$ cat config.mk
export PLATFORM = sky130hd
export DESIGN_NAME = button_debouncer
export DESIGN_NICKNAME = d
export VERILOG_FILES = /design/src/rtl/button_pkg.sv /design/src/rtl/sync_ff.sv /design/src/rtl/button_debouncer.sv
export SDC_FILE = /design/constraint.sdc
export NUM_CORES = 1
export LEC_CHECK = 0
export ABC_AREA = 0
export ABC_CLOCK_PERIOD_IN_PS = 1800
export CORE_UTILIZATION = 40
export CTS_CLUSTER_SIZE = 8
export DETAILED_ROUTE_END_ITERATION = 12
export DONT_BUFFER_PORTS = 1
export GPL_ROUTABILITY_DRIVEN = 0
export GPL_TIMING_DRIVEN = 1
export PLACE_DENSITY_LB_ADDON = 0.25
export SLEW_MARGIN = 5
export SYNTH_ARGS = -nofsm -noshare
export SYNTH_HDL_FRONTEND = slang
export SYNTH_SLANG_ARGS = --single-unit
$ cat constraint.sdc
create_clock -name clk -period 1.8 [get_ports clk]
set_input_delay 0.36 -clock clk [delete_from_list [all_inputs] [get_ports clk]]
set_output_delay 0.36 -clock clk [all_outputs]
set_load 0.03 [all_outputs]
$ cat src/rtl/button_pkg.sv
// Shared types and helpers for the push-button conditioning front end.
package button_pkg;

  typedef enum logic [3:0] {
    IDLE         = 4'b0001,
    PRESS_WAIT   = 4'b0010,
    PRESSED      = 4'b0100,
    RELEASE_WAIT = 4'b1000
  } state_e;

  // Bits needed for an unsigned counter that must be able to hold the value 'cycles'.
  function automatic int cnt_width(input int unsigned cycles);
    if (cycles < 1)
      return 1;
    return $clog2(cycles + 1);
  endfunction

endpackage

$ cat src/rtl/sync_ff.sv
// Multi-flop synchroniser for an asynchronous pad input, cleared by an async reset.
module sync_ff #(
  parameter int SYNC_STAGES = 2
) (
  input  logic clk,
  input  logic reset,
  input  logic d,
  output logic q
);

  logic [SYNC_STAGES-1:0] chain;

  always_ff @(posedge clk or posedge reset) begin
    if (reset)
      chain <= '0;
    else
      chain <= {chain[SYNC_STAGES-2:0], d};
  end

  assign q = chain[SYNC_STAGES-1];

endmodule

$ cat src/rtl/button_debouncer.sv
// Button synchroniser + debouncer producing a registered level and one-cycle press/release strobes.
// Optional auto-repeat of the press strobe while held: define BUTTON_DEBOUNCER_AUTO_REPEAT_EN.
module button_debouncer
  import button_pkg::*;
#(
  parameter int SYNC_STAGES     = 2,
  parameter int DEBOUNCE_CYCLES = 1000000,
  parameter int REPEAT_DELAY    = 50000000,
  parameter int REPEAT_PERIOD   = 20000000
) (
  input  logic clk,
  input  logic reset,
  input  logic btn_in,
  output logic btn_pulse,
  output logic btn_level,
  output logic btn_release_pulse
);

  localparam int CNT_W = cnt_width(DEBOUNCE_CYCLES);
  localparam logic [CNT_W-1:0] CNT_LAST = CNT_W'(DEBOUNCE_CYCLES - 1);

  if (SYNC_STAGES < 2 || DEBOUNCE_CYCLES < 2 || REPEAT_DELAY < 1 || REPEAT_PERIOD < 1) begin : g_bad_params
    $error("button_debouncer: parameter out of legal range");
  end

  logic             btn_s;
  logic [3:0]       state;
  logic [3:0]       state_next;
  logic [CNT_W-1:0] count;
  logic [CNT_W-1:0] count_next;
  logic             press_evt;
  logic             release_evt;
  logic             repeat_evt;
  logic             level_next;

  sync_ff #(
    .SYNC_STAGES(SYNC_STAGES)
  ) u_sync (
    .clk   (clk),
    .reset (reset),
    .d     (btn_in),
    .q     (btn_s)
  );

  always_comb begin
    state_next  = state;
    count_next  = count;
    press_evt   = 1'b0;
    release_evt = 1'b0;
    case (state)
      IDLE: begin
        if (btn_s) begin
          state_next = PRESS_WAIT;
          count_next = '0;
        end
      end
      PRESS_WAIT: begin
        if (!btn_s) begin
          state_next = IDLE;
          count_next = '0;
        end else if (count == CNT_LAST) begin
          state_next = PRESSED;
          count_next = '0;
          press_evt  = 1'b1;
        end else begin
          count_next = count + 1'b1;
        end
      end
      PRESSED: begin
        if (!btn_s) begin
          state_next = RELEASE_WAIT;
          count_next = '0;
        end
      end
      RELEASE_WAIT: begin
        if (btn_s) begin
          state_next = PRESSED;
          count_next = '0;
        end else if (count == CNT_LAST) begin
          state_next  = IDLE;
          count_next  = '0;
          release_evt = 1'b1;
        end else begin
          count_next = count + 1'b1;
        end
      end
      default: begin
        state_next = IDLE;
        count_next = '0;
      end
    endcase
  end

  // The level gets its own flop so the OR of two one-hot bits never reaches the consumer.
  assign level_next = (state_next == PRESSED) || (state_next == RELEASE_WAIT);

  always_ff @(posedge clk or posedge reset) begin
    if (reset) begin
      state             <= IDLE;
      count             <= '0;
      btn_pulse         <= 1'b0;
      btn_level         <= 1'b0;
      btn_release_pulse <= 1'b0;
    end else begin
      state             <= state_next;
      count             <= count_next;
      btn_pulse         <= press_evt | repeat_evt;
      btn_level         <= level_next;
      btn_release_pulse <= release_evt;
    end
  end

`ifdef BUTTON_DEBOUNCER_AUTO_REPEAT_EN
  localparam int RPT_MAX = (REPEAT_DELAY > REPEAT_PERIOD) ? REPEAT_DELAY : REPEAT_PERIOD;
  localparam int RPT_W   = cnt_width(RPT_MAX);
  localparam logic [RPT_W-1:0] DELAY_LAST  = RPT_W'(REPEAT_DELAY - 1);
  localparam logic [RPT_W-1:0] PERIOD_LAST = RPT_W'(REPEAT_PERIOD - 1);

  logic [RPT_W-1:0] rpt_count;
  logic             rpt_phase;
  logic             holding;

  // rpt_phase selects the initial delay (0) or the steady repeat period (1).
  assign holding    = (state == PRESSED) && btn_s;
  assign repeat_evt = holding && (rpt_count == (rpt_phase ? PERIOD_LAST : DELAY_LAST));

  always_ff @(posedge clk or posedge reset) begin
    if (reset) begin
      rpt_count <= '0;
      rpt_phase <= 1'b0;
    end else if (!holding) begin
      rpt_count <= '0;
      rpt_phase <= 1'b0;
    end else if (repeat_evt) begin
      rpt_count <= '0;
      rpt_phase <= 1'b1;
    end else begin
      rpt_count <= rpt_count + 1'b1;
    end
  end
`else
  assign repeat_evt = 1'b0;
`endif

endmodule
# Yosys cells after proc, flatten, opt, wreduce, memory -nomap -nowiden
# Index checks and enable logic that the tools add are counted.
[word_totals]
regBits = 29
word_cells = 36
[op_classes]
addsub = 1
n_eq_ne = 9
mux = 18
n_reduce_logical = 2
[op_table]
columns = ["cell", "n"]
rows = [
  ["$mux W20", 5],
  ["$pmux W20 S4", 1],
  ["$mux W4", 6],
  ["$add A20 B1 Y20 const B", 1],
  ["$eq A20 B20 Y1 const B", 1],
  ["$pmux W4 S4", 1],
  ["$eq A4 B3 Y1 const B", 2],
  ["$eq A4 B4 Y1 const B", 2],
  ["$mux W1", 5],
  ["$eq A4 B1 Y1 const B", 1],
  ["$eq A4 B2 Y1 const B", 1],
  ["$ne A2 B1 Y1 const B", 1],
  ["$ne A2 B2 Y1 const B", 1],
  ["$reduce_and A2 Y1", 1],
  ["$logic_or A1 B1 Y1", 1],
]

# Depth between registers and ports, before layout
# Gate-level depths: netlist of run 1.
[depth]
ltp_word = 6
mapped_depth = 7
ltp_nobuf = 6

# Modules after synthesis
# From an unflattened synthesis of run 1, not the netlist that was laid out.
[unflattened]
hier_cells = 176
area_unflattened_um2 = 1639.1
[modules_own_cells]
columns = ["module", "n_inst", "cells_per_inst", "area_each_um2"]
rows = [
  ["button_debouncer", 1, 173, 1585.3],
  ["sync_ff", 1, 3, 53.8],
]

# Worst setup path after synthesis of run 1
# Ideal clock, no wire load.
[synth_path]
path_type = "register to register"
startpoint = "reg state[0]"
endpoint = "reg count[16]"
setup_time_ps = 122
t_arrival_ps = 1523
required_ps = 1678
setup_slack_ps = 156
path_stages_with_launch = 8
path_cell_list = "dfstp_2 buf_4 and3b_1 o21a_1 buf_2 nor3b_2 xnor2_1 nor2_1"
[synth_between]
elab_chain_len = 3
word_cells_on_any_way = 8
cone_classes = "eq/ne: 6; mux: 1; reduce/logical: 1"
[synth_rtl]
columns = ["element", "line_no", "source"]
rows = [
  ["start: declaration", "button_debouncer.sv:27", "logic [3:0] state;"],
  ["start signal: assignment", "button_debouncer.sv:105", "state <= state_next;"],
  ["$eq A4 B1 Y1 or $eq A4 B3 Y1 (tied branches)", "button_debouncer.sv:50", "case (state)"],
  ["$ne A2 B1 Y1 (no source line) or $ne A2 B2 Y1 (tied branches)", "--", ""],
  ["$reduce_and A2 Y1 (no source line)", "--", ""],
  ["end signal: assignment", "button_debouncer.sv:106", "count <= count_next;"],
  ["end: declaration", "button_debouncer.sv:29", "logic [CNT_W-1:0] count;"],
]
# Several ways; a longest one is shown, not always the timed one.
# A chain may end at the register's enable or synchronous reset.

# Worst setup path after layout of run 1
[layout_path]
startpoint = "reg state[0]"
endpoint = "reg count[15]"
# The elaborated chain is that of the path after synthesis.

==> results of run 1 <==
metrics by stage:
step	hold slack (ns)	worst slack, ns	instances
global placement	0.334	-0.0731	225
CTS	0.0429	0.00442	234
global route	0.0737	-0.0257	238
detailed placement	0.344	-0.0672	225
finish	0.0194	0.0652	238
floorplan	0.331	0.156	164
cells in the final DEF (no fill, tap or decap), types with 5 or more instances in the layout:
cell type,netlist,layout
clkbuf_8,0,7
nor2_1,21,21
nand2_1,9,9
o21ai_0,6,6
a22o_1,5,5
dfrtp_1,28,27
nand2b_1,7,7
buf_4,1,22
nand3_1,14,14
a21oi_1,9,8
kinds of logic after synthesis:
family	Yosys count	share of synthesized area (%)
AND/OR/NAND/NOR	78	27.9
AO/OA/AOI/OAI	36	15.8
flip-flops	29	46.0
buffers and inverters	10	3.48
XOR/XNOR	6	3.33
multiplexers	4	2.69
adder cells (fa/ha/maj)	1	0.792
how the worst min path moves through the flow:
stage	endpoint	slack, ns	from	cells after the start
CTS	count[4]$_DFFE_PP0P_	0.04	reset	1
floorplan	u_sync.chain[1]$_DFF_PP0_	0.33	u_sync.chain[0]$_DFF_PP0_	0
global placement	u_sync.chain[1]$_DFF_PP0_	0.33	u_sync.chain[0]$_DFF_PP0_	0
finish	count[4]$_DFFE_PP0P_	0.02	reset	1
global route	count[3]$_DFFE_PP0P_	0.07	reset	1
detailed placement	count[4]$_DFFE_PP0P_	0.34	reset	1
timing repair:
item,CTS,global route
endpoints found under the setup margin,14,14
pin swaps,1,1
buffers inserted,0,3
cloned,1,1
gates resized for setup,1,9
state kept, by name, indices dropped and copies added, names as in the netlist:
signal,flops
u_sync.chain,2
state,4
btn_release_pulse,1
btn_level,1
btn_pulse,1
count,20
power by group:
group / internal [mW] / switching, mW / total (mW)
Combinational: 0.0708 / 0.0893 / 0.160
Sequential: 0.664 / 0.0117 / 0.676
Clock: 0.345 / 0.250 / 0.595
Total: 1.08 / 0.351 / 1.43
area by class of cell:
type	instances	area (µm²)	area share, %
Multi-Input combinational cell	127	877	44.7
Sequential cell	29	728	37.1
Timing Repair Buffer	23	185	9.43
Clock buffer	7	96.3	4.91
Tap cell	48	60.1	3.06
Inverter	3	11.3	0.574
Clock inverter	1	5.00	0.255
routing by layer:
layer	vias up	wire length, µm
met3	8	167
met5	-	0
met1	648	1550
li1	646	-
met2	31	1750
met4	0	70
==> results.md, run 1 <==
- Outcome: completed
- H-tree lvl count: 2
- Crit Path Class: reg -> reg
- First-pass detailed-route iteration total: 4
- Mapped cell area: approximately 0.0016 mm²
- Mapped Avg Cell Area: between 9 and 10 µm²
- Power Density: ~730 mW/mm²
- Yosys reg bits: 29
- Ant diodes: 0
- Yosys top cell by area: dfrtp_1
- Placed Area: between 0.0015 and 0.002 mm²
- Worst skew pair latency: 0.28 ns
- Setup tns final: 0 ns
- Num CTS Buffers: 5
- Die H: about 65 µm
- Asr flop ratio synth: 100%
- Routed WL: 3550 µm
- Final Hold Viols: 0
- Crit path DAT: 1.95 ns
- Worst Setup End Kind: flip-flop
- Crit path cell chain: and3b_1, o21ai_1, buf_4, nand3_1, or3_1, a21oi_2
- Vias in the first global route: around 1300
- Vias: roughly 1300
- CTS tree: done
- Worst EP required: ~2.0 ns
- CP Launch Type: flip-flop
- CP max FO: 9
- Met2 Usage GRT: between 20% and 30%
- DRT iter0 DRCs: 46
- Total global-route track usage: about 19%
- Cell row count: 22
- Layout cells sized above 1: a little over a quarter
- Synth top cells by count: 28 x dfrtp_1, 21 x nor2_1, 14 x nand3_1
- Synth area leaders: dfrtp_1 44%, nor2_1 5.0%, nand3_1 4.4%, a21oi_1 2.9%, a22o_1 2.8%
- Post-DRT Antenna Nets: 0
- IO buf count: 0
- Crit. path cell count: 6
- R2r worst-path depth: 6
- I/O Pins: 6
- Worst Setup SP: state[0]$_DFF_PP1_
- Count leader, synth: dfrtp_1
- EDFF count, synth: 0
- Final period utilization: a little over nine tenths
- Wire length of the first global-routing pass: between 5000 and 6000 µm
- Slew headroom: about 60%
- Area of the die: approximately 0.0042 mm²
- Crit path buf inv count: 1
- Routed WL per cell: roughly 15 µm
- Largest stage delay, worst path: approximately 0.59 ns
- # setup viols final: 0
- Worst Max-Slew Pin Slew: a little under 0.6 ns
- Vias per inst: 5.60
- Clk pin slew, worst setup/hold paths: 0.06 ns
- Worst reg2reg setup slack: ~0.065 ns
- Total power: roughly 1.4 mW
- Final Slew Violations: 0
- Initial antenna violation count: 0
- Max Clock Freq: about 0.58 GHz
- Clock Skew: about 0.0046 ns
- RSZ-0062 raised after global routing: true
- Reg-to-Reg Start: state[0]$_DFF_PP1_
- Unique masters post-synth: 41
- Post-Syn Instances: about 160
- Area growth, synth to finish: 24.2%
- Clock Root Buffer: clkbuf_8
- Largest net degree at the start of global routing: 17
- Seq/Total Area, Yosys: 46.0%
- Hpwl dp: between 2000 and 2500 µm
- # DRC: 0
- FILL cells: ~330
- Final #Nets: between 150 and 200
- FF-to-FF End: count[15]$_DFFE_PP0P_
- HP Class: in -> async
- Gr busiest metal: met2
- Max_cap viols: 0
- Area of the core: about 0.0037 mm²
- Final min period: between 1.5 and 2 ns
- Yosys top cell area share: around 44%
- Slowest stage cell, crit path: dfstp_2
- Synth Flop Type: dfrtp_1
- Design area: between 0.0015 and 0.002 mm²
- Warnings from Yosys: 0
- Setup crit end: count[15]$_DFFE_PP0P_
- Met3 Resource Use GR: roughly 4.4%
- Initial Utilization: between 40% and 50%
- Total global routing overflow: 0
- CTS Sinks: 29
- Top delay family on crit path: simple AND/OR/NAND/NOR gates
- Post-Syn Nets: about 170
- Final core occ: 52.8%
- Routing usage on met1: a little under a quarter
- P_leak: approximately 0.85 nW
- Max VDD drop: slightly below 0.3 mV
- Hold-fix buffers, CTS: 0
- Clock Path Buffers: 2
- Die width: ~65 µm
(Power assumes the default switching activity.)
==> inputs of run 2 (changes only) <==
--- a/config.mk
+++ b/config.mk
@@ -6,7 +6,7 @@
 export NUM_CORES = 1
 export LEC_CHECK = 0
 export ABC_AREA = 0
-export ABC_CLOCK_PERIOD_IN_PS = 1800
+export ABC_CLOCK_PERIOD_IN_PS = 2200
 export CORE_UTILIZATION = 40
 export CTS_CLUSTER_SIZE = 8
 export DETAILED_ROUTE_END_ITERATION = 12
==> constraint.sdc (replaced) <==
create_clock -name clk -period 2.2 [get_ports clk]
set_input_delay 0.44 -clock clk [delete_from_list [all_inputs] [get_ports clk]]
set_output_delay 0.44 -clock clk [all_outputs]
set_load 0.03 [all_outputs]
==> results.md, run 2 (same netlist as run 1, synthesis figures left out) <==
- Max FFs per register: 20 (unchanged)
- Internal Pwr Total: 0.859 mW (-20%)
- Outcome: completed
- Post-DRT Antenna Nets: 0 (unchanged)
- P_leak: 0.710 nW (-16%)
- Routed WL per cell: 14.2 µm (-4.9%)
- Number of post-CTS setup repair buffers: 0 (unchanged)
- # setup viols final: 0 (unchanged)
- Switching power: 0.273 mW (-22%)
- Power Density: 658 mW/mm² (-9.7%)
- Worst EP required: 2.41 ns (+0.40 ns)
- Largest registers: count (20), state (4), u_sync.chain (2)
- Vias per inst: 5.67 (+1.2%)
- Layout cells sized above 1: 13.7% (-13 points)
- Initial Utilization: 42.5% (unchanged)
- CP max FO: 22 (+13)
- CTS Sinks: 29 (unchanged)
- Clock share of power: 42.7% (+1.1 points)
- Slowest stage cell, crit path: a31oi_4
- Placed Area: 0.00162 mm² (-8.0%)
- H-tree lvl count: 2 (unchanged)
- CP Launch Type: flip-flop
- Net Sw Frac: 24.1% (-0.39 points)
- CTS tree: done
- Vias: 1224 (-8.2%)
- Most common cell after layout, fill and taps aside: dfrtp_1
- Largest register by flop count: count
- Worst Max-Slew Pin Slew: 0.620 ns (+0.0397 ns)
- Final min period: 1.96 ns (+0.230 ns)
- Max_cap viols: 0 (unchanged)
- Die H: 64.9 µm (unchanged)
- Worst Setup End Kind: flip-flop
- Seq pwr share: 49.4% (+2.1 points)
- Initial antenna violation count: 0 (unchanged)
- Clock Skew: 0.00560 ns (+0.00100 ns)
- Die width: 64.9 µm (unchanged)
- Crit path cell chain: ha_1, nand2_1, nor2_4, a31oi_4, o21ai_0, a31oi_1
- Largest net degree at the start of global routing: 23 (+6)
- Ant diodes: 0 (unchanged)
- Area growth, synth to finish: 8.87%
- Final Hold Viols: 0 (unchanged)
- Highest-count cells in the layout ignoring fill and taps: 28 x dfrtp_1, 21 x nor2_1, 14 x nand3_1, 9 x nand2_1, 9 x a21oi_1
- # DRC: 0 (unchanged)
- Setup tns final: 0 ns (unchanged)
- Final core occ: 46.3% (-6.5 points)
- Worst skew pair latency: 0.28 ns (about the same)
- Design area: 0.00172 mm² (-12%)
- Area of the core: 0.00372 mm² (unchanged)
- Cell row count: 22 (unchanged)
- Wire length of the first global-routing pass: 5370 µm (-8.0%)
- Final Slew Violations: 0 (unchanged)
- HP Class: in -> async
- Crit Path Class: reg -> reg
- Hold-fix buffers, CTS: 0 (unchanged)
- Hpwl dp: 2150 µm (-10%)
- Max Clock Freq: 0.509 GHz (-12%)
- Num CTS Buffers: 5 (unchanged)
- Final period utilization: 89.3% (-7.1 points)
- Final #Nets: 171 (-11%)
- DRT iter0 DRCs: 32 (-30%)
- Clk pin slew, worst setup/hold paths: 0.06 ns (about the same)
- Clock Root Buffer: clkbuf_8
- I/O Pins: 6 (unchanged)
- Total global-route track usage: 17.5% (-1.0 points)
- Total global routing overflow: 0 (unchanged)
- Area of the die: 0.00421 mm² (unchanged)
- IO buf count: 0 (unchanged)
- Logic pwr share: 7.8% (-3.4 points)
- Post-CTS Resized: 0 (-1)
- First-pass detailed-route iteration total: 4 (unchanged)
- Vias in the first global route: 1192 (-8.0%)
- Largest stage delay, worst path: 0.53 ns (-0.06 ns)
- Slew headroom: 58.7% (-2.6 points)
- Clock Path Buffers: 2 (unchanged)
- Max VDD drop: 0.266 mV (-10%)
- RSZ-0062 raised after global routing: false
- Routed WL: 3060 µm (-14%)
- Crit path DAT: 2.17 ns (+0.22 ns)
run 2: final cells by class:
cell class | count | area [µm²]
Sequential cell | 29 | 727
Inverter | 3 | 11.3
Fill cell | 353 | 2000
Clock inverter | 1 | 5.00
Timing Repair Buffer | 3 | 22.5
Tap cell | 48 | 60.1
Multi-Input combinational cell | 125 | 798
Clock buffer | 7 | 96.3
run 2: through the flow:
step	setup slack, ns	hold slack, ns	cells	power, mW
after floorplan	0.556	0.331	164	0.640
after global placement	0.346	0.332	208	0.655
after detailed placement	0.262	0.336	208	0.660
after CTS	0.245	0.0981	216	1.15
after global routing	0.0800	0.126	216	1.18
final	0.235	0.0859	216	1.13
run 2: worst paths after layout:
kind                                                start                        end  slack [ns]  cells past startpoint
worst max-delay path                 count[0]$_DFFE_PP0P_       count[5]$_DFFE_PP0P_        0.24                      6
worst min-delay path                                reset  u_sync.chain[0]$_DFF_PP0_        0.09                      1
worst max register to register       count[0]$_DFFE_PP0P_       count[5]$_DFFE_PP0P_        0.24                      6
worst min register to register  u_sync.chain[0]$_DFF_PP0_  u_sync.chain[1]$_DFF_PP0_        0.35                      0
max in group asynchronous                           reset         state[0]$_DFF_PP1_        1.43                      2
min in group clk                                   btn_in  u_sync.chain[0]$_DFF_PP0_        0.18                      0
run 2: layer usage:
metal  up-vias  track usage, %  routed length [µm]
met3         8            4.23                 129
met5         -               0                   0
met4         0            12.5                  59
met1       600            19.1                1390
met2        21            29.6                1490
li1        595               -                   -
run 2: critical path: cells and delay by family, from the launching register on:
| kind | cells | cell delay [ns] |
|---|---|---|
| adders and majority gates | 1 | 0.25 |
| DFF | 1 | 0.42 |
| AOI/OAI and AO/OA | 3 | 0.93 |
| and+or+nand+nor | 2 | 0.26 |
run 2: power by group through the flow:
stage	registers [mW]	clock network, mW	logic (mW)
final	0.560	0.484	0.0886
after global routing	0.561	0.524	0.100
after CTS	0.559	0.498	0.0908
after detailed placement	0.569	0	0.0905
after global placement	0.568	0	0.0873
after floorplan	0.557	0	0.0831
